### config.mk
export PLATFORM = sky130hd
export DESIGN_NAME = clk_div_bank_flat
export DESIGN_NICKNAME = d
export VERILOG_FILES = /design/src/rtl/clk_div_pkg.sv /design/src/rtl/clk_div_bank_if.sv /design/src/rtl/clk_div_ch.sv /design/src/rtl/clk_div_bank.sv /design/src/flat_wrapper.sv
export SDC_FILE = /design/constraint.sdc
export NUM_CORES = 1
export LEC_CHECK = 0
export ABC_CLOCK_PERIOD_IN_PS = 3150
export CORE_UTILIZATION = 57
export DETAILED_ROUTE_END_ITERATION = 12
export PLACE_DENSITY = 0.77
export REMOVE_ABC_BUFFERS = 1
export SETUP_SLACK_MARGIN = 0.2
export SLEW_MARGIN = 0
export SYNTH_ARGS = -nofsm -noshare
export SYNTH_HDL_FRONTEND = slang
export SYNTH_SLANG_ARGS = --single-unit
### constraint.sdc
create_clock -name clk_in -period 3.15 [get_ports clk_in]
set_input_delay 0.4725 -clock clk_in [delete_from_list [all_inputs] [get_ports clk_in]]
set_output_delay 0.4725 -clock clk_in [all_outputs]
set_load 0.1 [all_outputs]
### src/rtl/clk_div_pkg.sv
// Shared constants for the programmable clock-divider bank.
// Ratios are expressed as input cycles per output period from the 50 MHz board clock.
package clk_div_pkg;

   localparam int unsigned MIN_DIV        = 2;
   localparam int unsigned DIV_50M_TO_1K  = 50000;
   localparam int unsigned DIV_50M_TO_1M  = 50;
   localparam int unsigned DIV_50M_TO_25M = 2;

   function automatic int unsigned sel_width(input int unsigned n);
      return (n > 1) ? $clog2(n) : 1;
   endfunction

endpackage

### src/rtl/clk_div_bank_if.sv
// Divisor write port of the clock-divider bank: write strobe, channel select,
// divisor value, and the per-channel pending flags returned by the bank.
interface clk_div_bank_if
   import clk_div_pkg::*;
#(
   parameter int unsigned NUM_CH = 4,
   parameter int unsigned CNT_W  = 16,
   parameter int unsigned SEL_W  = sel_width(NUM_CH)
) ();

   logic              div_wr;
   logic [SEL_W-1:0]  div_sel;
   logic [CNT_W-1:0]  div_val;
   logic [NUM_CH-1:0] div_pending;

   modport master (output div_wr, div_sel, div_val, input div_pending);
   modport slave  (input div_wr, div_sel, div_val, output div_pending);

endinterface

### src/rtl/clk_div_ch.sv
// One divider channel: registered divided clock plus a tick strobe on each rising edge.
// Divisor changes and parking only take effect at a period boundary.
module clk_div_ch
   import clk_div_pkg::*;
#(
   parameter int unsigned CNT_W       = 16,
   parameter int unsigned DEFAULT_DIV = 50
) (
   input  logic             clk_in,
   input  logic             rst_n,
   input  logic             en,
   input  logic             wr,
   input  logic [CNT_W-1:0] wr_val,
   input  logic             restart,
   output logic             clk_out,
   output logic             tick,
   output logic             pending
);

   localparam logic [CNT_W-1:0] ONE     = CNT_W'(1);
   localparam logic [CNT_W-1:0] RST_DIV = CNT_W'(DEFAULT_DIV);

   logic [CNT_W-1:0] cnt;
   logic [CNT_W-1:0] div_act;
   logic [CNT_W-1:0] div_pend;
   logic             pend_vld;
   logic [CNT_W-1:0] next_div;
   logic [CNT_W-1:0] cnt_inc;
   logic             wrap;

   always_comb begin
      next_div = pend_vld ? div_pend : div_act;
      cnt_inc  = cnt + ONE;
      wrap     = (cnt == div_act - ONE);
   end

   always_ff @(posedge clk_in or negedge rst_n) begin
      if (!rst_n) begin
         cnt      <= RST_DIV - ONE;
         div_act  <= RST_DIV;
         div_pend <= RST_DIV;
         pend_vld <= 1'b0;
         clk_out  <= 1'b0;
         tick     <= 1'b0;
      end else begin
         // Restart and parking both leave cnt at the last count of the (possibly new)
         // period, so the next enabled cycle wraps and produces the rising edge.
         if (restart || (wrap && !en)) begin
            div_act  <= next_div;
            pend_vld <= 1'b0;
            cnt      <= next_div - ONE;
            clk_out  <= 1'b0;
            tick     <= 1'b0;
         end else if (wrap) begin
            div_act  <= next_div;
            pend_vld <= 1'b0;
            cnt      <= '0;
            clk_out  <= 1'b1;
            tick     <= 1'b1;
         end else begin
            cnt      <= cnt_inc;
            clk_out  <= (cnt_inc < (div_act >> 1));
            tick     <= 1'b0;
         end
         // A write in a boundary cycle must survive the clear above.
         if (wr) begin
            div_pend <= wr_val;
            pend_vld <= 1'b1;
         end
      end
   end

   assign pending = pend_vld;

endmodule

### src/rtl/clk_div_bank.sv
// Bank of NUM_CH programmable clock dividers: decodes and clamps divisor writes,
// then fans them out to independent channels sharing a group phase restart.
module clk_div_bank
   import clk_div_pkg::*;
#(
   parameter int unsigned NUM_CH      = 4,
   parameter int unsigned CNT_W       = 16,
   parameter int unsigned DEFAULT_DIV = 50,
   parameter int unsigned SEL_W       = sel_width(NUM_CH)
) (
   input  logic              clk_in,
   input  logic              rst_n,
   input  logic [NUM_CH-1:0] ch_en,
   input  logic              sync_restart,
   clk_div_bank_if.slave     bus,
   output logic [NUM_CH-1:0] clk_out,
   output logic [NUM_CH-1:0] tick
);

   localparam logic [CNT_W-1:0] MIN_V = CNT_W'(MIN_DIV);

   logic [CNT_W-1:0] wr_val;

   always_comb begin
      wr_val = (bus.div_val < MIN_V) ? MIN_V : bus.div_val;
   end

   // Selects at or above NUM_CH match no channel and are dropped.
   for (genvar i = 0; i < NUM_CH; i++) begin : g_ch
      logic wr_i;
      assign wr_i = bus.div_wr && (bus.div_sel == SEL_W'(i));

      clk_div_ch #(
         .CNT_W       (CNT_W),
         .DEFAULT_DIV (DEFAULT_DIV)
      ) u_ch (
         .clk_in  (clk_in),
         .rst_n   (rst_n),
         .en      (ch_en[i]),
         .wr      (wr_i),
         .wr_val  (wr_val),
         .restart (sync_restart),
         .clk_out (clk_out[i]),
         .tick    (tick[i]),
         .pending (bus.div_pending[i])
      );
   end

endmodule

### src/flat_wrapper.sv
// flat-port wrapper written by rule: the top's interface ports become plain ports
module clk_div_bank_flat import clk_div_pkg::*;
#(
   parameter int unsigned NUM_CH      = 4,
   parameter int unsigned CNT_W       = 16,
   parameter int unsigned DEFAULT_DIV = 50,
   parameter int unsigned SEL_W       = sel_width(NUM_CH)
)
  (clk_in, rst_n, ch_en, sync_restart, clk_out, tick, bus_div_wr, bus_div_sel, bus_div_val, bus_div_pending);
  clk_div_bank_if #(.NUM_CH(NUM_CH), .CNT_W(CNT_W), .SEL_W(SEL_W)) bus_i ();
  input  logic clk_in;
  input  logic rst_n;
  input  logic [NUM_CH-1:0] ch_en;
  input  logic sync_restart;
  output logic [NUM_CH-1:0] clk_out;
  output logic [NUM_CH-1:0] tick;
  input wire logic [$bits(bus_i.div_wr)-1:0] bus_div_wr;
  input wire logic [$bits(bus_i.div_sel)-1:0] bus_div_sel;
  input wire logic [$bits(bus_i.div_val)-1:0] bus_div_val;
  output wire logic [$bits(bus_i.div_pending)-1:0] bus_div_pending;
  assign bus_i.div_wr = bus_div_wr;
  assign bus_i.div_sel = bus_div_sel;
  assign bus_i.div_val = bus_div_val;
  assign bus_div_pending = bus_i.div_pending;
  clk_div_bank #(.NUM_CH(NUM_CH), .CNT_W(CNT_W), .DEFAULT_DIV(DEFAULT_DIV), .SEL_W(SEL_W)) u_core (.clk_in(clk_in), .rst_n(rst_n), .ch_en(ch_en), .sync_restart(sync_restart), .bus(bus_i), .clk_out(clk_out), .tick(tick));
endmodule
; ---- After elaboration in Yosys (flattened, before gate mapping)
; Cells that the tools add are included.
[word_totals]
in_bits = 26
wordCells = 122
out_inout_bits = 12
register_bits = 204
[classes]
add_sub_neg = 12
n_reduce_logical = 25
n_lt_le_gt_ge = 5
muxes = 49
n_eq_ne = 7
[ops]
columns = cell, n
row1 = 2-to-1 mux 16 bit, 21
row2 = "subtractor 16 x 1 -> 16 bit, second input constant", 8
row3 = "adder 16 x 1 -> 16 bit, second input constant", 4
row4 = == test 16 bit, 4
row5 = less-than comparator 16 x 15 -> 1 bit, 4
row6 = 2-to-1 mux 1 bit, 28
row7 = "less-than comparator 16 x 2 -> 1 bit, second input constant", 1
row8 = nonzero test 3 bit, 4
row9 = logical AND 1 bit, 8
row10 = nonzero test 2 bit, 4
row11 = "== test 2 bit, second input constant", 2
row12 = zero test 1 bit, 4
row13 = logical OR 1 bit, 4
row14 = "== test 2 x 1 -> 1 bit, second input constant", 1
row15 = zero test 2 bit, 1

; ---- Longest topological paths before layout
[depth]
ltp_word = 6
mapped_depth = 14
mapped_depth_nobuf = 14

; ---- Hierarchy
; A second synthesis with hierarchy kept.
[hier_totals]
cells_unflattened = 1740
area_unflattened_um2 = 15955.3
[modules_own_cells]
columns = mod, cells_each, n_inst, seq_area_each_um2, area_per_inst_um2
row1 = clk_div_ch (u_core.g_ch[1].u_ch ...), 448, 2, 1287.5, 3990.1
row2 = clk_div_ch (u_core.g_ch[0].u_ch), 416, 1, 1287.5, 3983.8
row3 = clk_div_ch (u_core.g_ch[3].u_ch), 402, 1, 1287.5, 3843.7
row4 = clk_div_bank, 26, 1, 0.0, 147.6

; ---- Least setup slack after synthesis
; No wires, ideal clock.
[synth_path]
kind = flip-flop to flip-flop
startpoint = register u_core.g_ch[2].u_ch.div_act[0]
endpoint = register u_core.g_ch[2].u_ch.cnt[15]
slack_ps = -158
arrival_ps = 3172
period_less_slack_ps = 3308
path_buffers = 3
setup_time_ps = 136
required_time_ps = 3014
stages_incl_launch_ff = 13
cell_sequence = dfrtp_1 clkbuf_1 inv_1 ha_1 clkbuf_1 or3b_1 nor4_2 nor3_1 o41ai_1 a21oi_1 a31oi_1 buf_2 o32ai_1
[synth_between]
elab_chain_cells = 5
elab_cells_between_ends = 8
cone_classes = add/sub: 2 / eq/ne: 1 / mux: 3 / reduce/logical: 2
[synth_rtl]
columns = element, line
row1 = from (decl), clk_div_ch.sv:24  ; logic [CNT_W-1:0] div_act;
row2 = from (signal assigned), clk_div_ch.sv:49  ; div_act <= next_div;
row3 = from (signal assigned), clk_div_ch.sv:55  ; div_act <= next_div;
row4 = subtractor 16 x 1 -> 16 bit, clk_div_ch.sv:34  ; wrap = (cnt == div_act - ONE);
row5 = == test 16 bit, clk_div_ch.sv:34
row6 = logical AND 1 bit, clk_div_ch.sv:48  ; if (restart || (wrap && !en)) begin
row7 = logical OR 1 bit, clk_div_ch.sv:48
row8 = 2-to-1 mux 16 bit (*), clk_div_ch.sv:48
row9 = to (signal assigned), clk_div_ch.sv:39  ; cnt <= RST_DIV - ONE;
row10 = to (signal assigned), clk_div_ch.sv:51  ; cnt <= next_div - ONE;
row11 = to (signal assigned), clk_div_ch.sv:61  ; cnt <= cnt_inc;
row12 = to (decl), clk_div_ch.sv:23  ; logic [CNT_W-1:0] cnt;
; Every way passes the cells marked *; elsewhere a longest branch is shown, timed or not.
; A chain may end at the register's enable or synchronous reset.

; ---- Worst setup path in the final report
[layout_path]
startpoint = register u_core.g_ch[1].u_ch.cnt[0]
endpoint = register u_core.g_ch[1].u_ch.clk_out
[layout_between]
elab_chain_cells = 4
elab_cells_between_ends = 7
cone_classes = add/sub: 1 / order compare: 1 / eq/ne: 1 / mux: 2 / reduce/logical: 2
[layout_rtl]
columns = element, line
row1 = from (decl), clk_div_ch.sv:23
row2 = from (signal assigned), clk_div_ch.sv:39
row3 = from (signal assigned), clk_div_ch.sv:51
row4 = from (signal assigned), clk_div_ch.sv:61
row5 = adder 16 x 1 -> 16 bit / == test 16 bit (equally long branches), "clk_div_ch.sv:33, clk_div_ch.sv:34"
row6 = less-than comparator 16 x 15 -> 1 bit / logical AND 1 bit (equally long branches), "clk_div_ch.sv:62, clk_div_ch.sv:48"
row7 = 2-to-1 mux 1 bit / logical OR 1 bit (equally long branches), "clk_div_ch.sv:54, clk_div_ch.sv:48"
row8 = 2-to-1 mux 1 bit (*), clk_div_ch.sv:48
row9 = to (signal assigned), clk_div_ch.sv:62  ; clk_out <= (cnt_inc < (div_act >> 1));
row10 = to (decl), clk_div_ch.sv:15  ; output logic clk_out,
; Marks and branches as above.

==> impl_results.md <==
* Setup clock skew after layout at 10.63 ps
* Slew at the pin with the worst max-slew slack at 830.3 ps
* Power per cell area at 827.5 mW/mm^2
* Clock tree sinks at 204
* Number of setup violations in the final report at 0
* Post-synthesis sequential element count at 204
* Fraction of final layout cells with drive strength greater than 1 at 0.2257
* Mean area per synthesized cell at 9.298 um^2
* Max-slew headroom at 0.4448
* Deepest clock path buffer count at 3
* Post-layout total power at 14.29 mW
* Pin count of the biggest net entering global routing at 79
* DR pass1 iterations at 6
* Area of the mapped netlist at 0.01469 mm^2
* Highest achievable clock rate at ~340 MHz
* Number of violations of the max-capacitance limit at 0
* Clock tree from TritonCTS: built
* P&R area growth vs syn at 17.58%
* H-tree Lvls at 1
* Number of global-route vias before repair at 12.36k
* Final wirelength at 41.32 mm
* Endpoint kind of the worst setup timing path: register
* Final Hold Slack at a little under 500 ps
* Setup repair after global routing missed its margin: true
* Count of routing violations after the opening detailed-route iteration at 1349
* DP Wirelength at 29.00 mm
* Maximum fanout count along the critical path at 4
* Startpoint-to-endpoint class of the critical path: reg -> reg
* Clock Tree Root: sky130_fd_sc_hd__clkbuf_16
* Die Y-Extent at 162.5 um
* Outcome: finished, final reports clean
* Overflow left after global routing at 0
* Number of distinct library cells after synthesis at 83
* Total Routing Usage GR at 0.3044
* Placement Setup Slack at -24.22 ps
* Cell area after layout at 0.01727 mm^2
* Worst setup slack for register-to-register paths at just under 200 ps
* Overall die area at 0.02642 mm^2
* Sequential element share of the synthesized area at 0.3506
* Sequence of cells on the critical path: ha_2, and3_4, nand3_4, nor2_4, nand2_2, xnor2_2, ha_1, a21o_1, a21oi_2, nor2b_1, o21ai_1, a21oi_1, nor4_2, buf_4, a22o_1
* Placement Rows at 58
* Slew Limit Fails at 0
* Number of antenna repair diodes at 0
* Crit path max-delay cell type: sky130_fd_sc_hd__dfstp_2
* Wire length of the first global-routing pass at 64.11 mm
* Static Leakage at 7.143 nW
* Share of the clock period used by the worst path at 0.9372
* Remaining routing DRC violations at 0
* Yosys Warn Count at 0
* Avg Vias per Cell at 6.378
* Post-Syn Instances at 1580
* Via Count at 12.73k
* Initial standard-cell utilization of the core at 0.5817
* Post-synth ARST share at 1.000
* Number of nets in the finished design at about 1.7k
* Arrival time of data at the critical path endpoint at 3420 ps
* Max stage delay on crit path at 550 ps
* Cell Count, Final, Fillers Out at 1996
* Peak ir drop on the vdd network at 0.5789 mV
* Number of buffers inserted by port buffering at 37
* Number of endpoints with negative hold slack in the final report at 0
* Std-Cell Core Area at between 0.02 and 0.03 mm^2
* Residual antenna-violating net count after detailed routing at 0
* Final min period at 2952 ps
* Placed standard-cell area at 0.01566 mm^2
* Clock input transition at the sequential cells of the worst setup and hold paths at approximately 60 ps
* Per-cell routed wire length at 20.70 um
* Die W at 162.5 um
* Total CTS buffers at 24
* Skew-Pair Late Insertion Delay at 530 ps
* Startpoint kind of the worst setup timing path: register
* Weighted congestion at the end of routability-driven global placement at a little over 0.9
* Worst Hold Class: reg -> reg
* Placed insts at 1922
* Synth Flop Type: sky130_fd_sc_hd__dfrtp_1
* Worst-case setup margin in the final layout at slightly below 200 ps
* I/O pin cnt at 38
* Number of antenna violations at the first check in global routing at 0
* Number of enable-type register cells in the synthesized netlist at 0
* Critical Path RT at roughly 3600 ps
[routing by layer]
| metal | vias up | part of all wire | global-route usage |
|---|---|---|---|
| met5 | - | 0 | 0 |
| met4 | 0 | 0.038 | 0.1105 |
| met3 | 114 | 0.054 | 0.03234 |
| met2 | 489 | 0.48 | 0.5138 |
| met1 | 6275 | 0.42 | 0.4044 |
| li1 | 5852 | - | - |
[worst max-delay path: cells and delay by family (launching register included)]
kind / cells / cell delay (ps)
buffers and inverters: 1 / 170
xor gates and xnor gates: 1 / 160
adders and majority gates: 2 / 390
AOI/OAI and AO/OA: 5 / 610
DFF: 1 / 550
and+or+nand+nor: 6 / 1000
[cells in the mapped netlist (8+ instances only)]
cell type | number | area [um^2]
sky130_fd_sc_hd__mux2i_1 | 54 | 540.5
sky130_fd_sc_hd__a31oi_1 | 13 | 81.33
sky130_fd_sc_hd__nor4_1 | 31 | 193.9
sky130_fd_sc_hd__inv_1 | 83 | 311.6
sky130_fd_sc_hd__o2bb2ai_1 | 30 | 262.8
sky130_fd_sc_hd__o21ai_0 | 56 | 280.3
sky130_fd_sc_hd__mux2_4 | 9 | 135.1
sky130_fd_sc_hd__o31ai_1 | 21 | 157.7
sky130_fd_sc_hd__and3_1 | 14 | 87.58
sky130_fd_sc_hd__a21oi_1 | 44 | 220.2
sky130_fd_sc_hd__dfrtp_1 | 168 | 4204
sky130_fd_sc_hd__nor2_1 | 91 | 341.6
sky130_fd_sc_hd__dfstp_2 | 36 | 945.9
sky130_fd_sc_hd__nand4_1 | 33 | 206.5
sky130_fd_sc_hd__nand2b_1 | 25 | 156.4
sky130_fd_sc_hd__xor2_1 | 56 | 490.5
sky130_fd_sc_hd__nor2b_1 | 15 | 93.84
sky130_fd_sc_hd__a21o_1 | 9 | 67.56
sky130_fd_sc_hd__o311ai_1 | 8 | 70.07
sky130_fd_sc_hd__nor3b_1 | 12 | 90.09
sky130_fd_sc_hd__a211oi_1 | 8 | 60.06
sky130_fd_sc_hd__or4_1 | 9 | 67.56
sky130_fd_sc_hd__nor3_1 | 49 | 245.2
sky130_fd_sc_hd__ha_1 | 68 | 850.8
sky130_fd_sc_hd__buf_2 | 10 | 50.05
sky130_fd_sc_hd__or3_1 | 17 | 106.4
sky130_fd_sc_hd__nand2_1 | 103 | 386.6
sky130_fd_sc_hd__mux2_2 | 66 | 743.2
sky130_fd_sc_hd__buf_1 | 8 | 30.03
sky130_fd_sc_hd__clkbuf_1 | 75 | 281.5
sky130_fd_sc_hd__xnor2_1 | 121 | 1060
sky130_fd_sc_hd__buf_4 | 13 | 97.59
sky130_fd_sc_hd__nand3_1 | 47 | 235.2
sky130_fd_sc_hd__mux2_1 | 20 | 225.2
sky130_fd_sc_hd__o21ai_1 | 20 | 100.1
[cell usage in the layout (no fill, tap or decap), drive strengths merged, types with 7 or more instances in the layout]
master | Yosys | final
clkbuf | 75 | 38
xor2 | 56 | 56
o2bb2ai | 30 | 30
dfstp | 36 | 36
o32ai | 7 | 7
nand3 | 47 | 47
mux2 | 95 | 95
or3b | 7 | 7
o21ai | 76 | 76
o41ai | 8 | 8
a211oi | 8 | 8
a21oi | 45 | 45
o311ai | 10 | 10
nand2 | 104 | 104
ha | 68 | 68
nor3 | 49 | 49
xnor2 | 121 | 121
nand2b | 25 | 25
nor2b | 15 | 15
nor2 | 91 | 91
or3 | 17 | 17
clkdlybuf4s50 | 0 | 23
and3 | 14 | 14
a21o | 9 | 9
mux2i | 54 | 54
nor3b | 12 | 12
buf | 31 | 122
o31ai | 21 | 21
nand4 | 33 | 33
dfrtp | 168 | 168
or4 | 10 | 10
inv | 83 | 83
and2 | 7 | 7
a31oi | 13 | 13
nor4 | 35 | 35
nand3b | 7 | 7
[area by class of cell]
type / instances / area (um^2)
clock buffers: 36 / 716.9
fillers: 1952 / 7981
clock inverters: 8 / 75.07
multi-input cells: 1187 / 9314
well taps: 330 / 412.9
flip-flops and latches: 204 / 5151
inverters: 83 / 311.5
repair buffers: 148 / 1291
[state kept, by name (all words and copies together), names as in the netlist]
signal / flops
u_core.g_ch.u_ch.cnt: 64
u_core.g_ch.u_ch.clk_out: 4
u_core.g_ch.u_ch.div_pend: 64
u_core.g_ch.u_ch.div_act: 64
u_core.g_ch.u_ch.pending: 4
u_core.g_ch.u_ch.tick: 4
[cell families after synthesis]
logic type	share of synthesized area
and+or+nand+nor	0.1850
xor gates and xnor gates	0.1055
adders and majority gates	0.05792
DFF	0.3506
muxes	0.1119
AOI/OAI and AO/OA	0.1366
buffers and inverters	0.05247
[where the power goes]
group / leakage [nW] / internal (mW) / switching (mW)
logic: 4.36 / 3.09 / 3.82
registers: 2.39 / 3.47 / 1.12
clock network: 0.389 / 1.65 / 1.14
total: 7.14 / 8.22 / 6.08
[what timing repair did]
action / in CTS / in global routing
hold endpoints to repair: 1 / 0
pin swaps: 2 / 37
buffers inserted: 1 / 24
hold buffers: 1 / 0
gates resized for setup: 12 / 112
endpoints found under the setup margin: 50 / 107
gates cloned: 0 / 4
[final timing paths]
check	from	endpoint	cells past startpoint
worst max-delay path	u_core.g_ch[1].u_ch.cnt[0]	u_core.g_ch[1].u_ch.clk_out	15
worst min-delay path	u_core.g_ch[3].u_ch.div_pend[1]	u_core.g_ch[3].u_ch.div_pend[1]	2
worst max register to register	u_core.g_ch[1].u_ch.cnt[0]	u_core.g_ch[1].u_ch.clk_out	15
worst min register to register	u_core.g_ch[3].u_ch.div_pend[1]	u_core.g_ch[3].u_ch.div_pend[1]	2
max in group asynchronous	rst_n	u_core.g_ch[3].u_ch.div_pend[4]	3
min in group asynchronous	rst_n	u_core.g_ch[3].u_ch.clk_out	2
[through the flow]
step                setup TNS, ps  utilization
finish                          0       0.6840
global route                    0       0.6840
CTS                             0       0.6547
detailed placement         -24.22       0.6202
global placement                0       0.6202
floorplan                  -35760            -
No activity file was read; power rests on OpenSTA's default activity.
